$ cat config.mk
export PLATFORM = sky130hd
export DESIGN_NAME = load_store_unit
export DESIGN_NICKNAME = d
export VERILOG_FILES = /design/src/rtl/load_store_unit.sv
export SDC_FILE = /design/constraint.sdc
export NUM_CORES = 1
export LEC_CHECK = 0
export BUFFER_PORTS_ARGS = -buffer_cell sky130_fd_sc_hd__buf_2
export CAP_MARGIN = 20
export CORE_MARGIN = 8
export CORE_UTILIZATION = 50
export CTS_BUF_LIST = sky130_fd_sc_hd__clkbuf_16
export CTS_CLUSTER_SIZE = 12
export DETAILED_ROUTE_END_ITERATION = 10
export PLACE_DENSITY = 0.8
export SYNTH_ARGS = -nofsm -noshare
export SYNTH_HDL_FRONTEND = slang
export SYNTH_SLANG_ARGS = --single-unit
$ cat constraint.sdc
create_clock -name clk -period 4.05 [get_ports clk]
set_input_delay 0.6075 -clock clk [delete_from_list [all_inputs] [get_ports clk]]
set_output_delay 0.6075 -clock clk [all_outputs]
set_load 0.02 [all_outputs]
$ cat src/rtl/load_store_unit.sv
// load_store_unit: byte/half/word load-store between EX/MEM and a word-only data memory.
// Sub-word stores use read-modify-write; misaligned or illegal-size requests answer with resp_err.
module load_store_unit #(
    parameter int ADDR_W = 32
) (
    input  logic              clk,
    input  logic              rst_n,
    input  logic              req_valid,
    input  logic              req_we,
    input  logic [1:0]        req_size,
    input  logic              req_unsigned,
    input  logic [ADDR_W-1:0] req_addr,
    input  logic [31:0]       req_wdata,
    output logic              req_ready,
    output logic              resp_valid,
    output logic [31:0]       resp_rdata,
    output logic              resp_err,
    output logic [ADDR_W-1:0] mem_addr,
    output logic              mem_read,
    output logic              mem_write,
    output logic [31:0]       mem_wdata,
    input  logic [31:0]       mem_rdata
);
    typedef enum logic [1:0] {IDLE, RD, WR, ERR} state_t;
    state_t            state_q, state_d;
    logic [ADDR_W-1:0] addr_q, addr_d;
    logic [1:0]        size_q, size_d;
    logic              we_q, we_d, uns_q, uns_d;
    logic [31:0]       wdata_q, wdata_d, mem_wdata_q, mem_wdata_d, resp_rdata_q, resp_rdata_d;
    logic              resp_valid_q, resp_valid_d, resp_err_q, resp_err_d;
    logic              misaligned;
    logic [4:0]        sh;
    logic [31:0]       lane_mask, merged, rd_shift, load_data;

    assign misaligned = req_size == 2'b11 || (req_size == 2'b01 && req_addr[0])
                     || (req_size == 2'b10 && req_addr[1:0] != 2'b00);
    // Lane offset in bits; halfwords are aligned so addr[1:0]*8 also selects the half lane.
    assign sh        = {addr_q[1:0], 3'b000};
    assign lane_mask = (size_q == 2'b00 ? 32'h0000_00ff : 32'h0000_ffff) << sh;
    assign merged    = (mem_rdata & ~lane_mask) | ((wdata_q << sh) & lane_mask);
    assign rd_shift  = mem_rdata >> sh;
    assign load_data = size_q == 2'b00 ? {{24{~uns_q & rd_shift[7]}}, rd_shift[7:0]}
                     : size_q == 2'b01 ? {{16{~uns_q & rd_shift[15]}}, rd_shift[15:0]}
                     : mem_rdata;

    always_comb begin
        state_d      = state_q;
        addr_d       = addr_q;
        size_d       = size_q;
        we_d         = we_q;
        uns_d        = uns_q;
        wdata_d      = wdata_q;
        mem_wdata_d  = mem_wdata_q;
        resp_valid_d = 1'b0;
        resp_err_d   = 1'b0;
        resp_rdata_d = 32'h0;
        case (state_q)
            IDLE: if (req_valid) begin
                addr_d  = req_addr;
                size_d  = req_size;
                we_d    = req_we;
                uns_d   = req_unsigned;
                wdata_d = req_wdata;
                state_d = misaligned ? ERR : (req_we && req_size == 2'b10) ? WR : RD;
                if (!misaligned && req_we && req_size == 2'b10) mem_wdata_d = req_wdata;
            end
            RD: begin
                state_d = we_q ? WR : IDLE;
                if (we_q) mem_wdata_d = merged;
                resp_valid_d = ~we_q;
                resp_rdata_d = we_q ? 32'h0 : load_data;
            end
            WR: begin
                state_d      = IDLE;
                resp_valid_d = 1'b1;
            end
            ERR: begin
                state_d      = IDLE;
                resp_valid_d = 1'b1;
                resp_err_d   = 1'b1;
            end
        endcase
    end

    always_ff @(posedge clk or negedge rst_n) begin
        if (!rst_n) begin
            state_q      <= IDLE;
            addr_q       <= '0;
            size_q       <= 2'b00;
            we_q         <= 1'b0;
            uns_q        <= 1'b0;
            wdata_q      <= 32'h0;
            mem_wdata_q  <= 32'h0;
            resp_valid_q <= 1'b0;
            resp_err_q   <= 1'b0;
            resp_rdata_q <= 32'h0;
        end else begin
            state_q      <= state_d;
            addr_q       <= addr_d;
            size_q       <= size_d;
            we_q         <= we_d;
            uns_q        <= uns_d;
            wdata_q      <= wdata_d;
            mem_wdata_q  <= mem_wdata_d;
            resp_valid_q <= resp_valid_d;
            resp_err_q   <= resp_err_d;
            resp_rdata_q <= resp_rdata_d;
        end
    end

    assign req_ready  = state_q == IDLE;
    assign mem_read   = state_q == RD;
    assign mem_write  = state_q == WR;
    assign mem_addr   = {addr_q[ADDR_W-1:2], 2'b00};
    assign mem_wdata  = mem_wdata_q;
    assign resp_valid = resp_valid_q;
    assign resp_rdata = resp_rdata_q;
    assign resp_err   = resp_err_q;
endmodule

* Yosys cells after proc, flatten, opt, wreduce, memory -nomap -nowiden
Cells that the tools add are included.
Widths: inputs -> output; s select.
** Word-level totals
- Input bits :: 103
- Word-level logic and storage cells :: 62
- Output and inout port bits :: 101
- Register bits :: 136
- ROM bits :: 0
- Memory bits (writable) :: 0
- Memories kept :: 0
- Bits in latches :: 0
** Operators by class
- Order comparisons :: 0
- Equality and inequality tests :: 10
- Multiply operators :: 0
- Multiplexer cells :: 16
- Shift operators :: 3
- Reductions and logical operators :: 15
- Divide/modulo/power cells :: 0
- $add $sub $neg :: 0
- Bitwise logic cells :: 8
** Operators by type and width (count)
- $mux 32 :: 7
- $and 32x32->32 :: 2
- $pmux 32 s2 :: 1
- $not 32->32 :: 1
- $or 32x32->32 :: 1
- $shl 16x5->32 :: 1
- $shl 32x5->32 :: 1
- $shr 32x5->16 :: 1
- $mux 16 :: 1
- $eq 2x2->1 const B :: 4
- $mux 2 :: 4
- $eq 2x1->1 const B :: 3
- $pmux 2 s3 :: 1
- $logic_and 1x1->1 :: 5
- $logic_not 2->1 :: 2
- $ne 2x1->1 const B :: 2
- $reduce_and 4->1 :: 1
- $reduce_bool 2->1 :: 2
- $and 1x1->1 :: 2
- $logic_or 1x1->1 :: 2
- $ne 2x2->1 const B :: 1
- $not 1->1 :: 2
- $pmux 1 s2 :: 1
- $reduce_and 2->1 :: 1
- 3 further kinds :: 3

* Logic depth before layout (Yosys ltp)
- Depth in word-level cells :: 10
- Gate-level depth with buffers :: 7
- Mapped depth without buffers :: 5

* Least setup slack after synthesis
No wires, ideal clock.
- Kind :: input to register
- Start point :: input port req_size[0]
- End point :: register mem_wdata_q[16], in the netlist mem_wdata[16]
- Arrival :: 1.810 ns
- Required time :: 3.925 ns
- Path slack :: 2.115 ns
- Buffers on the path :: 2
- Stages :: 6
- Library setup time :: 0.125 ns
- Path through :: nor3_2 a41oi_1 or2_1 clkbuf_1 buf_2 mux2_2
** On the way
- Cells in the longest elaborated chain, start to end :: 9
- Elaborated cells between the ends (all ways) :: 12
- Those cells by class :: 4 x eq/ne; 8 x reduce/logical
** RTL lines
- from (decl) :: line 10 : input logic [1:0] req_size,
- $eq 2x1->1 :: line 35 : assign misaligned = req_size == 2'b11 || (req_size == 2'b01 && req_addr[0])
- $logic_and 1x1->1 :: line 35
- $logic_or 1x1->1 :: line 35
- $logic_or 1x1->1 :: line 36 : || (req_size == 2'b10 && req_addr[1:0] != 2'b00);
- $logic_not 1->1 :: line 65 : if (!misaligned && req_we && req_size == 2'b10) mem_wdata_d = req_wdata;
- $logic_and 1x1->1 :: line 65
- $logic_and 1x1->1 * :: line 65
- $ne 2x1->1 (no line) *
- $reduce_and 4->1 (no line) *
- to (signal assigned) :: line 104 : mem_wdata_q <= mem_wdata_d;
- to (decl) :: line 29 : logic [31:0] wdata_q, wdata_d, mem_wdata_q, mem_wdata_d, resp_rdata_q, resp_rdata_d;
Mark *: on every way between the ends. The rest lies on a longest branch, timed or not.
A chain may end at the register's enable or synchronous reset.

* Worst setup path in the final report
- Start point :: register addr_q[1]
- End point :: register mem_wdata_q[8], in the netlist mem_wdata[8]
** On the way
- Cells in the longest elaborated chain, start to end :: 6
- Elaborated cells between the ends (all ways) :: 8
- Those cells by class :: 2 x shift; 2 x mux; 4 x bitwise
** RTL lines
- from (decl) :: line 26 : logic [ADDR_W-1:0] addr_q, addr_d;
- from (signal assigned) :: line 99 : addr_q <= addr_d;
- $shl 16x5->32 :: line 39 : assign lane_mask = (size_q == 2'b00 ? 32'h0000_00ff : 32'h0000_ffff) << sh;
- $not 32->32 :: line 40 : assign merged = (mem_rdata & ~lane_mask) | ((wdata_q << sh) & lane_mask);
- $and 32x32->32 :: line 40
- $or 32x32->32 * :: line 40
- $mux 32 * :: line 69 : if (we_q) mem_wdata_d = merged;
- $pmux 32 s2 * :: line 57 : case (state_q)
Mark *: on every way between the ends. The rest lies on a longest branch, timed or not. The select of a mux whose other input is x is not followed.

==> qor.log <==
INFO  status         result_of_the_run=complete, no violations
INFO  flow_run       max-cap-violations=0
INFO  placed_design  hpwl=13100um
INFO  synth          syn_area_per_cell=11.2um^2
INFO  clock_tree     clk_tree_root_cell=clkbuf_16
INFO  timing         layout_worst_path_cycle_share=65.6%
INFO  global_routing vias_in_the_first_global_route=5050
INFO  global_routing grt_pass1_wl=28000um
INFO  worst_setup_path cpMaxStageDelayCell=dfrtp_1
INFO  clock_tree     clk_transition_reported_paths=0.05ns
INFO  synth          yosys.area.top_type=dfrtp_1
INFO  pwr            irDropWorstVdd=0.465mV
INFO  timing         hold_violations=0
INFO  global_routing pin_count_of_the_biggest_net_entering_global_routing=121
INFO  floorplanning  starting_density_of_the_core=51.3%
INFO  synth          synth.yosys.warnings=0
INFO  placed_design  place_congestion=0.917
INFO  floorplanning  die-width=124um
INFO  pwr            clock_power_share=24.1%
INFO  clock_tree     cts.repair.resized=0
INFO  timing         setup_repair_after_global_routing_missed_its_margin=false
INFO  pwr            power_frac_comb=42.4%
INFO  finish         area_delta_synth_final=24.3%
INFO  synth          yosys-top-cells-count=dfrtp_1, mux2_2, o21ai_0, nor2_1, buf_4
INFO  pwr            power_density=864mW/mm^2
INFO  pwr            power_switching_share=40.7%
INFO  floorplanning  fp-row-count=39
INFO  worst_setup_path endpoint_kind=flip-flop
INFO  finish         n_fill_cell=911
INFO  placed_design  placement.cell_area=0.00669mm^2
INFO  floorplanning  die_h=124um
INFO  synth          syn-cell-area=0.00588mm^2
INFO  pwr            switching_pwr=2.57mW
INFO  clock_tree     cts-buffers-inserted=17
INFO  worst_setup_path reg2reg_setup_slack=1.39ns
INFO  placed_design  pre_cts_ws=1.28ns
INFO  synth          synth_enable_flop_cells=0
INFO  synth          synth.top_cells.by_area=dfrtp_1, mux2_2, buf_4, o21ai_0, o31ai_1
INFO  detailed_routing drc=0
INFO  timing         worst_tran_pin_value=0.981ns
INFO  worst_setup_path slowest_delay=0.98ns
INFO  global_routing grt_util_all_layers=22.6%
INFO  finish         post-route-cell-area=0.00731mm^2
INFO  worst_setup_path critical_path_peak_fanout=25
INFO  clock_tree     tritoncts_clock_tree=built
INFO  worst_setup_path setup.worst_path.class=flip-flop to flip-flop
INFO  detailed_routing dr.pass1.iters=5
INFO  clock_tree     hold_buffers=0
INFO  worst_setup_path cp-start-kind=flip-flop
INFO  worst_setup_path crit_required=4.37ns
INFO  timing         setup_total_negative_slack=0ns
INFO  detailed_routing wl=17800um
INFO  finish         layout.nets=784
INFO  global_routing global_route.overflow_total=0
INFO  placed_design  portbufs=201
INFO  synth          yosys_most_used_dff=dfrtp_1
INFO  hold_path      worstHoldPathType=input pin to asynchronous set/reset pin
INFO  detailed_routing routedWlPerCell=21.2um
INFO  clock_tree     clk_path_buf_depth=2
INFO  timing         max_freq=377MHz
INFO  detailed_routing first_iter_violations=479
INFO  synth          post_synth_inst_count=527
INFO  clock_tree     clock_tree.htree_level_count=4
INFO  finish         drive_gt1_share=44.4%
INFO  synth          async_flop_share=100%
INFO  clock_tree     postcts_setup_bufs=0
INFO  floorplanning  die-area=0.0155mm^2
INFO  pwr            power.leakage=3.66nW
INFO  worst_setup_path worstPathBufferInverterCount=1
INFO  synth          synth_most_common_cell=dfrtp_1
INFO  clock_tree     cts_num_sinks=120
INFO  synth          synth.top_cell.area_share=51.1%
INFO  synth          synth.ff_latch_count=120
INFO  timing         worst_clock_skew=0.00582ns
INFO  timing         finalWorstPathRequiredPeriod=2.66ns
INFO  global_routing antenna_found_initial=0
INFO  finish         antennaDiodeCount=0
INFO  floorplanning  core_area=0.0115mm^2
INFO  pwr            power.internal=3.74mW
INFO  worst_setup_path worstPathCellList=clkinv_1 -> o21ai_1 -> a221oi_1 -> o31ai_1
INFO  synth          ys_types=44
INFO  worst_setup_path gate_family_responsible_for_the_most_delay_along_the_worst_path=compound AO/OA/AOI/OAI gates
INFO  detailed_routing antenna_violating_nets_post_route=0
INFO  synth          synth_seq_area_share=51.1%
INFO  timing         final-max-slew-violation-count=0
INFO  timing         setup-violations-final=0
INFO  worst_setup_path worst_ep_arrival_time=2.97ns
INFO  floorplanning  io-pin-count=204
INFO  timing         worst_slack=1.39ns
INFO  clock_tree     clkLatencyLatePin=0.41ns
INFO  timing         slew-limit-headroom=34.6%
INFO  detailed_routing routed_via_density=5.91
INFO  pwr            power=6.31mW
INFO  detailed_routing via_count_of_the_routed_design=4948
INFO  pwr            seq_power_share=33.5%
[sequential cells by signal, indices dropped and copies added, names as in the netlist]
name and count:
we_q 1, addr_q 32, resp_err 1, size_q 2, state_q 2, uns_q 1
resp_rdata 32, mem_wdata 32, wdata_q 16, resp_valid 1
[routing by layer]
layer	track usage, %	vias to the layer above	wire length [um]
li1	-	2218	-
met1	28.1	2453	7240
met2	35.5	243	8630
met3	6.98	34	1470
met4	9.85	0	439
met5	0	-	0
[cell usage in the layout, fill, tap and decap left out, types with 2 or more instances in the layout]
master and instances:
a211oi_1 8, a21o_1 20, a21oi_1 16, a221oi_1 16
a22o_1 7, a22oi_1 8, a31oi_1 2, a32o_1 6
buf_2 200, buf_4 7, bufinv_16 4, clkbuf_16 17
clkinv_1 6, clkinv_2 4, conb_1 2, dfrtp_1 120
inv_1 4, mux2_2 60, mux2i_1 17, nand2_1 23
nand2b_1 3, nor2_1 36, nor2b_1 4, o21ai_0 51
o21ai_1 2, o221a_2 7, o31ai_1 24, o32ai_1 2
[cells by family (layout without fill, tap and decap cells)]
group           count (synthesis)  after routing  share of synthesized area [%]
compound gates                172            172                           20.6
flops                         120            120                           51.1
buf+inv                        79            245                           7.68
mux                            78             78                           14.8
simple gates                   76             76                           5.68
other cells                     1              2                         0.0638
xor+xnor                        1              1                          0.149
[final timing paths]
kind | startpoint | endpoint | depth (start not counted)
min in group clk | req_addr[3] | addr_q[3]$_DFFE_PN0P_ | 2
min | rst_n | addr_q[11]$_DFFE_PN0P_ | 2
max in group asynchronous | rst_n | resp_rdata[30]$_DFF_PN0_ | 2
max reg2reg | addr_q[1]$_DFFE_PN0P_ | mem_wdata[8]$_DFFE_PN0P_ | 4
max | addr_q[1]$_DFFE_PN0P_ | mem_wdata[8]$_DFFE_PN0P_ | 4
min reg2reg | addr_q[15]$_DFFE_PN0P_ | addr_q[15]$_DFFE_PN0P_ | 1
[cell type report]
type	instances	area [um^2]	share of cell area (%)
clock inverter	15	166	2.28
sequential	120	3000	41.1
inverter	4	15.0	0.205
tap	143	179	2.45
clock buffer	17	425	5.82
timing repair buffer	209	1090	14.9
multi-input combinational	329	2430	33.3
[worst reg2reg max path, cell delays in order, from the launching register on]
cell and delay (ns):
dfrtp_1 0.98, clkinv_1 0.55, o21ai_1 0.50, a221oi_1 0.25, o31ai_1 0.28
[power by group through the flow]
stage | Sequential (mW) | Clock [mW] | Combinational, mW
4_1_cts | 2.10 | 1.55 | 2.66
5_1_grt | 2.18 | 1.59 | 2.87
2_1_floorplan | 2.21 | 0 | 1.88
6_report | 2.11 | 1.52 | 2.67
3_3_place_gp | 2.10 | 0 | 2.59
3_5_place_dp | 2.12 | 0 | 2.65
[through the flow]
step | instances | hold WS (ns) | util [%]
finish | 837 | 0.261 | 63.7
detailed placement | 803 | 0.490 | 58.4
CTS | 835 | 0.316 | 63.5
global placement | 803 | 0.484 | 58.4
global route | 837 | 0.329 | 63.7
floorplan | 528 | 0.312 | -
(Power assumes the default switching activity.)
